==> src/rtl/botao_pedestre.sv <==
// botao_pedestre: pedestrian push-button conditioner feeding semaforo's bt input.
// Synchronizes and debounces a raw button, latches one crossing request until
// semaforo A is seen red, then holds off new requests for a cooldown period.
//
// Parameters:
//   DEBOUNCE  stable synchronized cycles before a new level is accepted (1..255)
//   COOLDOWN  cycles after the red phase during which presses are discarded (1..255)
// Ports:
//   clk        system clock, rising edge
//   rst        asynchronous reset, active low
//   btn_raw    raw button, asynchronous, may bounce
//   A          semaforo A lights, one-hot {vermelho, amarelo, verde}
//   bt         request level to semaforo, high while a request is pending
//   busy       high while serving or cooling down; presses are ignored
//   req_count  saturating count of accepted presses
module botao_pedestre #(
    parameter logic [7:0] DEBOUNCE = 8'd4,
    parameter logic [7:0] COOLDOWN = 8'd8
) (
    input  logic       clk,
    input  logic       rst,
    input  logic       btn_raw,
    input  logic [2:0] A,
    output logic       bt,
    output logic       busy,
    output logic [7:0] req_count
);

    typedef enum logic [1:0] {StIdle, StReq, StServed, StCool} state_t;

    state_t     state;
    logic       s1, s2;
    logic       deb, deb_d;
    logic [7:0] dcnt;
    logic [7:0] ccnt;
    logic       press;
    logic       red;

    // Two-flop synchronizer; only s2 is used downstream.
    always_ff @(posedge clk or negedge rst) begin
        if (!rst) begin
            s1 <= 1'b0;
            s2 <= 1'b0;
        end else begin
            s1 <= btn_raw;
            s2 <= s1;
        end
    end

    // Debouncer: a new level must differ from deb for DEBOUNCE consecutive
    // samples; any return to deb restarts the count.
    always_ff @(posedge clk or negedge rst) begin
        if (!rst) begin
            deb   <= 1'b0;
            deb_d <= 1'b0;
            dcnt  <= 8'd0;
        end else begin
            deb_d <= deb;
            if (s2 == deb) begin
                dcnt <= 8'd0;
            end else if (dcnt == DEBOUNCE - 8'd1) begin
                deb  <= s2;
                dcnt <= 8'd0;
            end else begin
                dcnt <= dcnt + 8'd1;
            end
        end
    end

    // One cycle per accepted rising level; falling levels give no event.
    assign press = deb & ~deb_d;
    // Non-one-hot codes are deliberately treated as not red.
    assign red   = (A == 3'b100);

    // Request FSM with registered outputs kept in step with the state.
    always_ff @(posedge clk or negedge rst) begin
        if (!rst) begin
            state     <= StIdle;
            ccnt      <= 8'd0;
            bt        <= 1'b0;
            busy      <= 1'b0;
            req_count <= 8'd0;
        end else begin
            unique case (state)
                StIdle: begin
                    if (press) begin
                        state <= StReq;
                        bt    <= 1'b1;
                        if (req_count != 8'hFF) begin
                            req_count <= req_count + 8'd1;
                        end
                    end
                end
                StReq: begin
                    // Extra presses here merge into the pending request.
                    if (red) begin
                        state <= StServed;
                        bt    <= 1'b0;
                        busy  <= 1'b1;
                    end
                end
                StServed: begin
                    if (!red) begin
                        state <= StCool;
                        ccnt  <= COOLDOWN - 8'd1;
                    end
                end
                StCool: begin
                    if (ccnt == 8'd0) begin
                        state <= StIdle;
                        busy  <= 1'b0;
                    end else begin
                        ccnt <= ccnt - 8'd1;
                    end
                end
                default: begin
                    state <= StIdle;
                    bt    <= 1'b0;
                    busy  <= 1'b0;
                end
            endcase
        end
    end

endmodule

==> config.mk <==
export PLATFORM = sky130hd
export DESIGN_NAME = botao_pedestre
export DESIGN_NICKNAME = d
export VERILOG_FILES = /design/src/rtl/botao_pedestre.sv
export SDC_FILE = /design/constraint.sdc
export NUM_CORES = 1
export LEC_CHECK = 0
export BUFFER_PORTS_ARGS = -buffer_cell sky130_fd_sc_hd__buf_2
export CORE_MARGIN = 4
export CORE_UTILIZATION = 60
export CTS_BUF_LIST = sky130_fd_sc_hd__clkbuf_8 sky130_fd_sc_hd__clkbuf_16
export CTS_CLUSTER_SIZE = 40
export DETAILED_ROUTE_END_ITERATION = 16
export GPL_TIMING_DRIVEN = 1
export PLACE_DENSITY = 0.81
export SYNTH_ARGS = -nofsm -noshare
export SYNTH_HDL_FRONTEND = slang
export SYNTH_SLANG_ARGS = --single-unit
export TNS_END_PERCENT = 1
==> constraint.sdc <==
create_clock -name clk -period 3 [get_ports clk]
set_input_delay 0.45 -clock clk [delete_from_list [all_inputs] [get_ports clk]]
set_output_delay 0.45 -clock clk [all_outputs]
set_load 0.03 [all_outputs]
==> summary.txt <==
status -> finished clean
simple-gate share of the synthesized area -> 0.222
post-synth top area cell -> dfrtp_1
drt first pass iters -> 4
Post-Synth XOR/XNOR Area -> 0.0749
DRC -> 0
Starting Density -> 0.644
Final ANT Viol Nets -> 0
Placer Congestion -> 0.780
post-DP HPWL -> 2.07 mm
clock net sink count -> 32
Adder-Cell Fraction of Synth Area -> 0.0611
LEAKAGE -> 0.000904 µW
main combinational cell family by area after synthesis -> simple AND/OR/NAND/NOR gates
Via Count -> 1243
P per Cell Area -> 837 nW/µm²
f_max -> 513 MHz
Setup Skew -> 0.00590 ns
CP max FO -> 7
gr usage total -> 0.210
H-tree levels -> 2
Hold Vio Cnt, Final -> 0
starting DRC count in detailed routing -> 56
EDFF count, synth -> 0
WP data arrival -> 2.12 ns
die area -> 3630 µm²
slowest stage cell, crit path -> or4b_4
Area after DPL -> 1730 µm²
Slew Limit Fails -> 0
global-route wire length before repair -> 5.42 mm
r2r worst-path depth -> 6
yosys warns -> 0
Netlist cell types -> 40
Syn Nets -> 171
asr flop ratio synth -> 1.00
worst skew pair latency -> 0.29 ns
compound-gate portion of the synthesized area -> 0.0978
# setup viols final -> 0
Synth Flop Type -> dfrtp_1
pin count of the biggest net entering global routing -> 33
Slew HR -> 0.530
Area Overhead vs Synth -> 12.3%
multiplexer area fraction after synthesis -> 0.0321
num ports -> 16
Critical Path Start -> state[0]
post-cts sizing count -> 0
Crit Path Category -> flip-flop to flip-flop
Max-cap violations -> 0
Setup Fix Bufs, Post-CTS -> 0
die height -> 60.2 µm
sequential area share after synthesis -> 0.489
row cnt -> 18
critical path depth -> 6
Mapped Cells -> 157
vias in the first global route -> 1270
number of buffers inserted by hold repair at cts -> 0
Area contributors post-synth -> dfrtp_1 49%, ha_1 6.1%, xor2_1 5.3%
Avg Inst Size Synth -> 10.4 µm²
commonest cells in the netlist -> 32 x dfrtp_1, 15 x nor2_1, 13 x nand2_1, 11 x nand3_1, 10 x xor2_1
Worst Path Required -> 3.17 ns
WP buf/inv -> 1
RSZ-0062 raised after global routing -> no
Yosys top cell area share -> 0.489
worst slew pin tran -> 0.705 ns
remaining global-route overflow -> 0
CP max stage delay -> 0.56 ns
Die W -> 60.2 µm
worst ir drop on vdd -> 681 µV
Core ar. -> 2540 µm²
DR WL/cell -> 15.3 µm
Clock transition at path regs -> 0.07 ns
most common cell in the synthesized netlist -> dfrtp_1
CP Capture Point -> ccnt[5]
synthesized area -> 1640 µm²
# fillers -> 192
worst reg2reg path endpoint -> ccnt[5]
initial antenna violation count -> 0
Reg2Reg Setup Slack -> 1.05 ns
Hold WC Path Type -> input pin to async pin
# port buffers -> 15
synthesized flop and latch total -> 32
final wirelength -> 3.18 mm
Final Net Count -> 191
final core occ -> 0.723
CTS tree -> built
final instance area -> 1840 µm²
crit-path cells -> inv_1, ha_1, nor2_1, a21o_1, or4b_4, mux2i_1
Antenna Cells -> 0
Worst path top cell family by delay -> simple AND/OR/NAND/NOR gates
CP endpoint kind -> flip-flop
TritonCTS Buffers -> 5
Tcrit/Tclk final -> 0.650
CTS Buffer Depth -> 2
layout cell share with drive strength beyond 1 -> 0.169
Worst Setup Start Kind -> flip-flop
post-DR vias/cell -> 5.98
CTS root buf -> clkbuf_8
setup TNS -> 0 ns
crit path time final -> 1.95 ns
reg2reg start -> state[0]
[flip-flops by register name (all words and copies together) (netlist names)]
register and count:
bt 1, busy 1, ccnt 8, dcnt 8, deb 1, deb_d 1
req_count 8, s1 1, s2 1, state 2
[cell families after synthesis]
| group | after synthesis |
|---|---|
| xor gates and xnor gates | 14 |
| buffers and inverters | 7 |
| and+or+nand+nor | 68 |
| AOI/OAI and AO/OA | 23 |
| DFF | 32 |
| muxes | 5 |
| adders and majority gates | 8 |
[routing by layer]
layer	wire, µm	up-vias	global-route usage
li1	-	597	-
met1	1380	601	0.245
met2	1570	35	0.332
met3	168	10	0.0842
met4	58	0	0.104
met5	0	-	0
[metrics by stage]
stage	power [µW]	setup WS, ns	hold slack (ns)	std cells
3_3_place_gp	1090	1.06	0.334	200
6_report	1540	1.05	0.201	208
5_1_grt	1640	0.917	0.251	208
4_1_cts	1540	1.05	0.228	208
2_1_floorplan	997	1.20	0.154	157
3_5_place_dp	1120	0.990	0.339	200
[worst register-to-register path: cells and delay by family, from the launching register on]
kind                     cells  cell delay [ns]
flip-flops                   1             0.41
adder cells (fa/ha/maj)      1             0.29
buffers and inverters        1             0.11
multiplexers                 1             0.13
AO/OA/AOI/OAI                1             0.25
AND/OR/NAND/NOR              2             0.65
[final cells by class]
class	instances	area, µm²	area share
sequential	32	801	0.435
multi-input combinational	118	800	0.435
timing repair buffer	15	75.1	0.0408
clock buffer	5	68.8	0.0374
clock inverter	3	38.8	0.0211
tap	30	37.5	0.0204
inverter	5	18.8	0.0102
[how the worst min path moves through the flow]
stage / from / to / slack (ns) / depth (start not counted)
floorplan: rst / bt / 0.15 / 0
global placement: s1 / s2 / 0.33 / 0
detailed placement: s1 / s2 / 0.34 / 0
CTS: rst / dcnt[4] / 0.23 / 1
global route: rst / dcnt[4] / 0.25 / 1
finish: rst / dcnt[7] / 0.20 / 1
[cell usage in the layout, fill, tap and decap left out, drive strengths merged, types with 3 or more instances in the layout]
master,netlist,layout
dfrtp,32,32
nor2,16,16
buf,2,15
nand2,13,13
nand3,11,11
xor2,10,10
ha,8,8
inv,5,6
nand2b,5,5
a21oi,5,5
clkbuf,0,5
nor3,4,4
and3,4,4
xnor2,4,4
nand4,4,4
mux2i,3,3
o21ai,3,3
[where the power goes]
group	switching (µW)	internal (µW)	leakage [µW]	total [µW]
sequential	88.3	515	0.000407	603
combinational	330	200	0.000438	530
clock	163	243	0.0000593	406
No activity file was read; power rests on OpenSTA's default activity.
